File: config.mk
export PLATFORM = sky130hd
export DESIGN_NAME = muldiv_unit
export DESIGN_NICKNAME = d
export VERILOG_FILES = /design/src/rtl/core_pkg.sv /design/src/rtl/muldiv_divider.sv /design/src/rtl/muldiv_unit.sv
export SDC_FILE = /design/constraint.sdc
export NUM_CORES = 1
export LEC_CHECK = 0
export ABC_AREA = 1
export BUFFER_PORTS_ARGS = -buffer_cell sky130_fd_sc_hd__clkbuf_2
export CORE_MARGIN = 5
export CORE_UTILIZATION = 38
export DETAILED_ROUTE_END_ITERATION = 7
export HOLD_SLACK_MARGIN = 0.12
export PLACE_DENSITY = 0.6
export REMOVE_ABC_BUFFERS = 1
export SYNTH_ARGS = -nofsm -noshare
export SYNTH_HDL_FRONTEND = slang
export SYNTH_SLANG_ARGS = --single-unit
File: constraint.sdc
create_clock -name clk -period 2.95 [get_ports clk]
set_clock_uncertainty 0.2 [all_clocks]
set_input_delay 0.1475 -clock clk [delete_from_list [all_inputs] [get_ports clk]]
set_output_delay 0.1475 -clock clk [all_outputs]
set_load 0.05 [all_outputs]
File: src/rtl/core_pkg.sv
// Shared core definitions used by the EX-stage multiply/divide unit.
//
// Contents:
//   OPCODE_R, FUNCT7_R_MULDIV     decoder encodings that select the unit
//   FUNCT3_MULDIV_*               operation encodings carried on funct3
//   muldiv_state_e                control states of muldiv_unit
//   funct3_a_signed/_b_signed     per-operation operand signedness
package core_pkg;

  localparam logic [6:0] OPCODE_R        = 7'b0110011;
  localparam logic [6:0] FUNCT7_R_MULDIV = 7'h01;

  localparam logic [2:0] FUNCT3_MULDIV_MUL    = 3'd0;
  localparam logic [2:0] FUNCT3_MULDIV_MULH   = 3'd1;
  localparam logic [2:0] FUNCT3_MULDIV_MULHSU = 3'd2;
  localparam logic [2:0] FUNCT3_MULDIV_MULHU  = 3'd3;
  localparam logic [2:0] FUNCT3_MULDIV_DIV    = 3'd4;
  localparam logic [2:0] FUNCT3_MULDIV_DIVU   = 3'd5;
  localparam logic [2:0] FUNCT3_MULDIV_REM    = 3'd6;
  localparam logic [2:0] FUNCT3_MULDIV_REMU   = 3'd7;

  typedef enum logic [1:0] {
    IDLE,
    MUL,
    DIV,
    DONE
  } muldiv_state_e;

  // Operand A is treated as signed for MULH, MULHSU, DIV and REM.
  function automatic logic funct3_a_signed(input logic [2:0] funct3);
    return (funct3 == FUNCT3_MULDIV_MULH)   || (funct3 == FUNCT3_MULDIV_MULHSU) ||
           (funct3 == FUNCT3_MULDIV_DIV)    || (funct3 == FUNCT3_MULDIV_REM);
  endfunction

  // Operand B is treated as signed for MULH, DIV and REM only.
  function automatic logic funct3_b_signed(input logic [2:0] funct3);
    return (funct3 == FUNCT3_MULDIV_MULH) || (funct3 == FUNCT3_MULDIV_DIV) ||
           (funct3 == FUNCT3_MULDIV_REM);
  endfunction

endpackage

File: src/rtl/muldiv_divider.sv
// Unsigned restoring divider core, one quotient bit per clock.
//
// Ports:
//   clk, rst_n            clock and asynchronous active-low reset
//   start                 load dividend/divisor and begin (ignored during abort)
//   abort                 drop any division in progress
//   dividend, divisor     unsigned magnitudes
//   quotient, remainder   results, final while done is high
//   done                  one-cycle pulse DATA_WIDTH clocks after start
module muldiv_divider #(
  parameter int DATA_WIDTH = 32,
  parameter int CNT_WIDTH  = $clog2(DATA_WIDTH) + 1
) (
  input  logic                  clk,
  input  logic                  rst_n,
  input  logic                  start,
  input  logic                  abort,
  input  logic [DATA_WIDTH-1:0] dividend,
  input  logic [DATA_WIDTH-1:0] divisor,
  output logic [DATA_WIDTH-1:0] quotient,
  output logic [DATA_WIDTH-1:0] remainder,
  output logic                  done
);

  logic [DATA_WIDTH-1:0] quo;
  logic [DATA_WIDTH-1:0] rem;
  logic [DATA_WIDTH-1:0] dvs;
  logic [CNT_WIDTH-1:0]  cnt;
  logic                  active;
  logic [DATA_WIDTH:0]   shifted;
  logic [DATA_WIDTH:0]   diff;

  // The partial remainder always stays below the divisor, so the trial
  // difference fits in DATA_WIDTH bits and its top bit is a pure borrow.
  assign shifted = {rem, quo[DATA_WIDTH-1]};
  assign diff    = shifted - {1'b0, dvs};
  assign done    = active && (cnt == CNT_WIDTH'(DATA_WIDTH));

  always_ff @(posedge clk or negedge rst_n) begin
    if (!rst_n) begin
      quo    <= '0;
      rem    <= '0;
      dvs    <= '0;
      cnt    <= '0;
      active <= 1'b0;
    end else if (abort) begin
      active <= 1'b0;
    end else if (start) begin
      quo    <= dividend;
      rem    <= '0;
      dvs    <= divisor;
      cnt    <= '0;
      active <= 1'b1;
    end else if (active) begin
      if (done) begin
        active <= 1'b0;
      end else begin
        if (!diff[DATA_WIDTH]) begin
          rem <= diff[DATA_WIDTH-1:0];
          quo <= {quo[DATA_WIDTH-2:0], 1'b1};
        end else begin
          rem <= shifted[DATA_WIDTH-1:0];
          quo <= {quo[DATA_WIDTH-2:0], 1'b0};
        end
        cnt <= cnt + 1'b1;
      end
    end
  end

  assign quotient  = quo;
  assign remainder = rem;

endmodule

File: src/rtl/muldiv_unit.sv
// Iterative RV32M multiply/divide unit for the EX stage.
//
// Ports:
//   clk, rst_n              clock and asynchronous active-low reset
//   i_valid / o_ready       request handshake (accepted only in IDLE)
//   i_funct3                MUL, MULH, MULHSU, MULHU, DIV, DIVU, REM, REMU
//   i_rs1_data, i_rs2_data  operand A (dividend/multiplicand), operand B
//   i_flush                 abort whatever is in flight; beats valid and ready
//   o_valid / i_ready       result handshake, result held until accepted
//   o_result                result
//   o_busy                  high from accept until the result retires
//
// Build option MULDIV_FAST_MUL_EN: multiplies complete in one combinational
// step and the iterative MUL state is not built; division is unchanged.
module muldiv_unit
  import core_pkg::*;
#(
  parameter int DATA_WIDTH = 32,
  parameter int CNT_WIDTH  = $clog2(DATA_WIDTH) + 1
) (
  input  logic                  clk,
  input  logic                  rst_n,
  input  logic                  i_valid,
  output logic                  o_ready,
  input  logic [2:0]            i_funct3,
  input  logic [DATA_WIDTH-1:0] i_rs1_data,
  input  logic [DATA_WIDTH-1:0] i_rs2_data,
  input  logic                  i_flush,
  output logic                  o_valid,
  input  logic                  i_ready,
  output logic [DATA_WIDTH-1:0] o_result,
  output logic                  o_busy
);

  localparam logic [DATA_WIDTH-1:0] MOST_NEG = {1'b1, {(DATA_WIDTH-1){1'b0}}};

  muldiv_state_e state, state_next;
  logic          accept;

  logic                  in_sign_a, in_sign_b;
  logic [DATA_WIDTH-1:0] in_abs_a, in_abs_b;
  logic                  is_div, div_zero, div_ovf, special;
  logic [DATA_WIDTH-1:0] special_result;

  logic                  sign_a, sign_b, short_op;
  logic [2:0]            op;
  logic [DATA_WIDTH-1:0] result;

  logic                  div_done;
  logic [DATA_WIDTH-1:0] quotient, remainder, div_result;

  assign is_div    = i_funct3[2];
  assign in_sign_a = funct3_a_signed(i_funct3) && i_rs1_data[DATA_WIDTH-1];
  assign in_sign_b = funct3_b_signed(i_funct3) && i_rs2_data[DATA_WIDTH-1];
  assign in_abs_a  = in_sign_a ? -i_rs1_data : i_rs1_data;
  assign in_abs_b  = in_sign_b ? -i_rs2_data : i_rs2_data;

  // Divide-by-zero and signed overflow have architecturally fixed answers,
  // so they are resolved at accept time and never reach the divider.
  // funct3[1] distinguishes REM/REMU from DIV/DIVU.
  assign div_zero = (i_rs2_data == '0);
  assign div_ovf  = ((i_funct3 == FUNCT3_MULDIV_DIV) || (i_funct3 == FUNCT3_MULDIV_REM)) &&
                    (i_rs1_data == MOST_NEG) && (i_rs2_data == '1);
  assign special  = is_div && (div_zero || div_ovf);
  assign special_result = div_zero ? (i_funct3[1] ? i_rs1_data : '1)
                                   : (i_funct3[1] ? '0 : i_rs1_data);

  muldiv_divider #(
    .DATA_WIDTH(DATA_WIDTH),
    .CNT_WIDTH (CNT_WIDTH)
  ) u_divider (
    .clk      (clk),
    .rst_n    (rst_n),
    .start    (accept && is_div && !special),
    .abort    (i_flush),
    .dividend (in_abs_a),
    .divisor  (in_abs_b),
    .quotient (quotient),
    .remainder(remainder),
    .done     (div_done)
  );

  // Quotient is negative when the operand signs differ; remainder takes the
  // dividend's sign.
  assign div_result = op[1] ? (sign_a ? -remainder : remainder)
                            : ((sign_a ^ sign_b) ? -quotient : quotient);

`ifdef MULDIV_FAST_MUL_EN
  logic signed [DATA_WIDTH:0]     ext_a, ext_b;
  logic signed [2*DATA_WIDTH-1:0] fast_prod;
  logic [DATA_WIDTH-1:0]          fast_result;

  // One extra bit lets a single signed multiplier cover all four signedness
  // combinations.
  assign ext_a       = {funct3_a_signed(i_funct3) && i_rs1_data[DATA_WIDTH-1], i_rs1_data};
  assign ext_b       = {funct3_b_signed(i_funct3) && i_rs2_data[DATA_WIDTH-1], i_rs2_data};
  assign fast_prod   = ext_a * ext_b;
  assign fast_result = (i_funct3 == FUNCT3_MULDIV_MUL) ? fast_prod[DATA_WIDTH-1:0]
                                                       : fast_prod[2*DATA_WIDTH-1:DATA_WIDTH];
`else
  logic [DATA_WIDTH-1:0]   mcand;
  logic [2*DATA_WIDTH-1:0] acc;
  logic [CNT_WIDTH-1:0]    cnt;
  logic [DATA_WIDTH:0]     add_sum;
  logic [2*DATA_WIDTH-1:0] product;
  logic [DATA_WIDTH-1:0]   mul_result;
  logic                    mul_last;

  // acc holds {partial product, remaining multiplier bits}; each step adds
  // the multiplicand into the upper half when the current multiplier bit is
  // set and shifts the whole thing right, carry included.
  assign mul_last   = (cnt == CNT_WIDTH'(DATA_WIDTH));
  assign add_sum    = {1'b0, acc[2*DATA_WIDTH-1:DATA_WIDTH]} + {1'b0, (acc[0] ? mcand : '0)};
  assign product    = (sign_a ^ sign_b) ? -acc : acc;
  assign mul_result = (op == FUNCT3_MULDIV_MUL) ? product[DATA_WIDTH-1:0]
                                                : product[2*DATA_WIDTH-1:DATA_WIDTH];

  always_ff @(posedge clk or negedge rst_n) begin
    if (!rst_n) begin
      mcand <= '0;
      acc   <= '0;
      cnt   <= '0;
    end else if (accept) begin
      mcand <= in_abs_a;
      acc   <= {{DATA_WIDTH{1'b0}}, in_abs_b};
      cnt   <= '0;
    end else if ((state == MUL) && !mul_last) begin
      acc <= {add_sum, acc[DATA_WIDTH-1:1]};
      cnt <= cnt + 1'b1;
    end
  end
`endif

  // short_op marks requests whose answer is already in result at accept;
  // they spend a single cycle in DIV before presenting it in DONE.
  always_ff @(posedge clk or negedge rst_n) begin
    if (!rst_n) begin
      sign_a   <= 1'b0;
      sign_b   <= 1'b0;
      op       <= '0;
      short_op <= 1'b0;
      result   <= '0;
    end else if (accept) begin
      sign_a <= in_sign_a;
      sign_b <= in_sign_b;
      op     <= i_funct3;
`ifdef MULDIV_FAST_MUL_EN
      short_op <= special || !is_div;
      result   <= is_div ? special_result : fast_result;
`else
      short_op <= special;
      result   <= special_result;
`endif
    end else if ((state == DIV) && !short_op && div_done) begin
      result <= div_result;
    end
`ifndef MULDIV_FAST_MUL_EN
    else if ((state == MUL) && mul_last) begin
      result <= mul_result;
    end
`endif
  end

  always_ff @(posedge clk or negedge rst_n) begin
    if (!rst_n) begin
      state <= IDLE;
    end else begin
      state <= state_next;
    end
  end

  always_comb begin
    state_next = state;
    accept     = 1'b0;
    o_ready    = 1'b0;
    o_valid    = 1'b0;
    o_busy     = 1'b1;
    case (state)
      IDLE: begin
        o_ready = 1'b1;
        o_busy  = 1'b0;
        if (i_valid && !i_flush) begin
          accept = 1'b1;
`ifdef MULDIV_FAST_MUL_EN
          state_next = DIV;
`else
          state_next = is_div ? DIV : MUL;
`endif
        end
      end
`ifndef MULDIV_FAST_MUL_EN
      MUL: begin
        if (mul_last) state_next = DONE;
      end
`endif
      DIV: begin
        if (short_op || div_done) state_next = DONE;
      end
      DONE: begin
        o_valid = 1'b1;
        if (i_ready) state_next = IDLE;
      end
      default: state_next = IDLE;
    endcase
    if (i_flush) state_next = IDLE;
  end

  assign o_result = result;

endmodule

== Word-level counts from Yosys, hierarchy flattened ==
Index checks and enable logic that the tools add are counted.
Word-level totals
  register bits: 245
  input port bits: 72
  output and inout port bits: 35
  logic and storage cells: 120
Operators by class
  $add $sub $neg: 9
  equality and inequality tests: 16
  muxes and demuxes: 45
  bitwise gates (word level): 2
  reduce and logical (&&, ||, !) cells: 34
Operator list (number)
  32-bit 2-to-1 mux: 20
  64-bit 2-to-1 mux: 3
  32-bit negation: 4
  32-bit == test (second input constant): 2
  64-bit negation: 1
  32-bit by 32-bit adder with 33-bit output: 1
  33-bit by 32-bit subtractor with 33-bit output: 1
  32-bit zero test: 1
  6-bit 2-to-1 mux: 5
  1-bit logical AND: 13
  6-bit by 1-bit adder with 6-bit output (second input constant): 2
  6-bit == test (second input constant): 2
  2-bit 2-to-1 mux: 6
  1-bit 2-to-1 mux: 10
  3-bit != test (second input constant): 3
  1-bit logical OR: 8
  2-bit case mux with 4 select lines: 1
  3-bit == test (second input constant): 2
  2-bit == test (second input constant): 2
  1-bit zero test: 4
  4-bit AND reduction: 1
  2-bit nonzero test: 2
  3-bit by 1-bit == test with 1-bit output (second input constant): 1
  3-bit by 2-bit == test with 1-bit output (second input constant): 1
  10 further kinds: 10

== Depth between registers and ports, before layout ==
  depth in word-level cells: 10
  gate-level depth with buffers: 18
  mapped depth without buffers: 17

== Modules after synthesis ==
Synthesis repeated with hierarchy kept, for this count alone.
Unflattened totals
  cell total of the unflattened synthesis: 3753
  area total of the unflattened synthesis: 22759.3 sq um
Modules (own cells, without submodules)
  muldiv_unit: times used 1, cells each 2601, area an instance 15333.5 sq um
  muldiv_divider: times used 1, cells each 1152, area an instance 7425.9 sq um

== Least setup slack after synthesis ==
Ideal clock, no wire load.
  kind: register to register
  start point: reg acc[0]
  end point: reg acc[51]
  setup time: 118 ps
  data arrival time: 2634 ps
  required time: 2632 ps
  slack: -2 ps
  cell stages (with the launch flop): 15
  path buffers: 2
  period minus slack after synthesis: 2952 ps
  cells stage by stage: dfrtp_1 buf_2 clkbuf_1 nand2_1 inv_1 ha_1 inv_1 fa_1 o21ai_0 a21oi_1 o21ai_0 a21oi_1 or2_2 nand3_1 nand2_1
Between the ends
  cells in the longest elaborated chain, start to end: 4
RTL lines
  start, declared: RTL line muldiv_unit.sv:102  | logic [2*DATA_WIDTH-1:0] acc;
  start signal, assigned: RTL line muldiv_unit.sv:125  | acc <= {{DATA_WIDTH{1'b0}}, in_abs_b};
  start signal, assigned: RTL line muldiv_unit.sv:128  | acc <= {add_sum, acc[DATA_WIDTH-1:1]};
  32-bit 2-to-1 mux: RTL line muldiv_unit.sv:113  | assign add_sum = {1'b0, acc[2*DATA_WIDTH-1:DATA_WIDTH]} + {1'b0, (acc[0] ? mcand : '0)};
  32-bit by 32-bit adder with 33-bit output: RTL line muldiv_unit.sv:113
  64-bit 2-to-1 mux: RTL line muldiv_unit.sv:127  | end else if ((state == MUL) && !mul_last) begin
  64-bit 2-to-1 mux: RTL line muldiv_unit.sv:123  | end else if (accept) begin
No other way between the ends. The select of a mux whose other input is x is not followed.
A chain may end at the register's enable or synchronous reset.

== Worst setup path after layout ==
  start point: in i_funct3[0]
  end point: reg u_divider.quo[29], in the netlist u_divider.quotient[29]
Between the ends
  cells in the longest elaborated chain, start to end: 10
  elaborated cells on any way between the ends: 20
  classes of those cells: eq/ne (5); mux (2); reduce/logical (13)
RTL lines
  start, declared: RTL line muldiv_unit.sv:25  | input logic [2:0] i_funct3,
  3-bit == test: RTL line core_pkg.sv:32, muldiv_unit.sv:62
  1-bit logical OR: RTL line muldiv_unit.sv:62  | assign div_ovf = ((i_funct3 == FUNCT3_MULDIV_DIV) || (i_funct3 == FUNCT3_MULDIV_REM)) &&
  1-bit logical AND: RTL line muldiv_unit.sv:62
  1-bit logical AND: RTL line muldiv_unit.sv:63  | (i_rs1_data == MOST_NEG) && (i_rs2_data == '1);
  1-bit logical OR: RTL line muldiv_unit.sv:64  | assign special = is_div && (div_zero || div_ovf);
  1-bit logical AND: RTL line muldiv_unit.sv:64
  1-bit zero test: RTL line muldiv_unit.sv:74  | .start (accept && is_div && !special),
  1-bit logical AND: RTL line muldiv_unit.sv:74
  2-bit by 1-bit != test with 1-bit output (no line) / 2-bit nonzero test (equally long branches)
  3-bit AND reduction (no line)
  end signal, assigned: RTL line muldiv_divider.sv:49  | quo <= dividend;
  end signal, assigned: RTL line muldiv_divider.sv:60  | quo <= {quo[DATA_WIDTH-2:0], 1'b1};
  end signal, assigned: RTL line muldiv_divider.sv:63  | quo <= {quo[DATA_WIDTH-2:0], 1'b0};
  end, declared: RTL line muldiv_divider.sv:25  | logic [DATA_WIDTH-1:0] quo;
Several ways; a longest one is shown, not always the timed one.

==> results.ini <==
[placement]
place.detailed.hpwl_um=76300
io_buffers=106
finalWeightedCongestion=1.00
placed_cell_area_mm2=0.0241

[worst_setup_path]
worst-endpoint-required_ns=3.20
setup.worst_path.class=input port to flop
crit_fanout=9
cp.arrival_ns=3.07
worstSetupEndpointType=flop
startpoint=i_funct3[0]
critical_path.reg2reg.startpoint=u_divider.cnt[0]
timing.critical_path.from_type=input port
worst-r2r-setup-slack_ns=0.16

[logic_synthesis]
mappedNetlistArea_mm2=0.0220
seq_area_frac_synth_pct=27.9
ys.warnings.count=0
synth_edf_count=0
synth_top_flop_cell=sky130_fd_sc_hd__dfrtp_1
synth-async-reset-ratio_pct=100
syn_avg_cell_area_um2=6.09
ys_seq_elements=245
synth_cells=3610
netlist-cell-type-count=53

[drt]
vias_per_cell=5.47
top_signal_layer_used=met5
num_vias=25300
avgRoutedWirePerCell_um=20.7
drc_errors=0
detail_route.wirelength_um=96100
detailedRoute.firstPassIterationCount=6
wl_met2_um=42400
met3_wirelength_um=7640
postRouteAntennaNets=0
wl_met1_um=40700
dr.first_iter.drc_count=2871

[finish]
number_of_antenna_diodes=0
final_cell_area_mm2=0.0262
design.final.nets=4002
most_common_cell_after_layout_fill_and_taps_aside=sky130_fd_sc_hd__nand2_1
flow.area_growth_from_synthesis_pct=19.2
most_frequent_cells_in_the_layout=sky130_fd_sc_hd__nand2_1, sky130_fd_sc_hd__nor2_1, sky130_fd_sc_hd__inv_1
drive_above_1_share_pct=9.56

[job]
drv.max_cap_violation_count=0

[sta]
slew_violations=0
tightest_slew_ns=0.879
setup_violations=0
timing.final.crit_period_ns=2.82
hold_viol=0
final_hold_slack_ns=0.254
fmaxAchievable_mhz=354
max_slew_margin_pct=41.2
timing.final.crit_share_pct=95.7

[cts]
clock_tree.htree_level_count=1
clk_transition_reported_paths_ns=0.07
clockBufferDepth=3
clk_root_buf=sky130_fd_sc_hd__clkbuf_16
cts_sinks=245
tritoncts.num_buffers=29
worst_skew_pair.late_latency_ns=0.58
tritoncts=yes

[grt]
initial_antenna_violation_count=1
track_usage_pct=29.4
grt_pass1_wl_um=144000
grt_start_max_net_pins=77
overflow=0
number_of_global_route_vias_before_repair=23900

[die]
die_x_um=251
initial_core_util_pct=38.3
std_cell_rows=88
die-height_um=251
die_outline_area_mm2=0.0628
io-pin-count=107
core_area_mm2=0.0575

[power_and_ir_drop]
vdd_drop_max_v=0.000672
power_per_cell_area_mw_per_mm2=1010
static-leakage-power_uw=0.0133
report.power.total_uw=26600

[worst_hold_path]
hp-start=i_flush
min_path_type=input port to flop

[run_status]
status=finished, final reports clean

layout make-up:
type	instances	area [um^2]
Multi-Input combinational cell	2850	13900
Tap cell	765	957
Timing Repair Buffer	327	2710
Fill cell	6204	31300
Inverter	397	1490
Clock buffer	40	847
Clock inverter	13	186
Sequential cell	245	6130
per-stage QoR:
| step | utilization, % | std cells | setup TNS (ns) | setup WS, ns |
|---|---|---|---|---|
| after floorplan | - | 3492 | -251.85 | -2.74 |
| after global placement | 42.0 | 4487 | 0 | 0.135 |
| after detailed placement | 42.0 | 4487 | 0 | 0.0638 |
| after CTS | 45.4 | 4635 | 0 | 0.0382 |
| after global routing | 45.6 | 4637 | -0.0168 | -0.0158 |
| final | 45.6 | 4637 | 0 | 0.128 |
registers in the layout, summed over array words and instances (netlist names), 6 cells and up:
| register | cells |
|---|---|
| u_divider.quotient | 32 |
| mcand | 32 |
| o_result | 32 |
| u_divider.remainder | 32 |
| cnt | 6 |
| acc | 64 |
| u_divider.cnt | 6 |
| u_divider.dvs | 32 |
power by group:
| part | leakage, uW | switching (uW) | internal (uW) |
|---|---|---|---|
| Combinational | 0.00973 | 11600 | 4950 |
| Sequential | 0.00308 | 1360 | 4660 |
| Clock | 0.000501 | 1610 | 2360 |
| Total | 0.0133 | 14600 | 12000 |
cells in the mapped netlist (all sizes together) (11+ instances only):
library cell	count	area, um^2
o21ai	248	1240
o22ai	33	206
xnor2	23	201
o211ai	24	225
o221ai	28	245
nand2	1158	4360
nand3b	17	128
buf	59	330
ha	78	976
dfrtp	245	6130
nor2	484	1850
a21oi	222	1110
xor2	58	508
nand3	311	1640
nor3	44	246
nand4	43	290
clkbuf	59	221
or2	11	68.8
inv	395	1480
per-layer routing:
metal	track usage, %	up-vias
met5	0	-
met4	12.9	2
met3	4.75	250
met2	46.4	1082
met1	39.7	11800
li1	-	12200
cell families after synthesis:
logic type / count (synthesis) / synth area share, %
compound gates: 603 / 15.4
buf+inv: 515 / 9.29
simple gates: 2083 / 39.5
xor+xnor: 81 / 3.23
fa+ha+maj: 83 / 4.76
flops: 245 / 27.9
critical path, stage by stage:
cell	delay (ns)
sky130_fd_sc_hd__dlygate4sd3_1	0.53
sky130_fd_sc_hd__clkbuf_2	0.20
sky130_fd_sc_hd__inv_1	0.11
sky130_fd_sc_hd__o21ai_1	0.13
sky130_fd_sc_hd__nand2_1	0.17
sky130_fd_sc_hd__nand2_1	0.12
sky130_fd_sc_hd__nand2_1	0.08
sky130_fd_sc_hd__inv_2	0.17
sky130_fd_sc_hd__buf_4	0.20
sky130_fd_sc_hd__o31ai_1	0.10
sky130_fd_sc_hd__nand3_1	0.09
sky130_fd_sc_hd__dlygate4sd3_1	0.56
sky130_fd_sc_hd__nand2_1	0.16
sky130_fd_sc_hd__nand2_1	0.19
sky130_fd_sc_hd__o211ai_2	0.11
repair_timing:
item	4_1_cts	5_1_grt
endpoints found under the setup margin	0	52
resized for setup	0	20
setup buffers	0	1
hold buffers	95	0
endpoints found under the hold margin	411	0
final timing paths:
path | cells past startpoint | end
max | 15 | u_divider.quotient[29]
min | 5 | state[0]
max reg2reg | 12 | o_result[17]
min reg2reg | 1 | cnt[5]
max in group asynchronous | 4 | o_result[30]
min in group asynchronous | 4 | acc[13]
No activity file was read; power rests on OpenSTA's default activity.
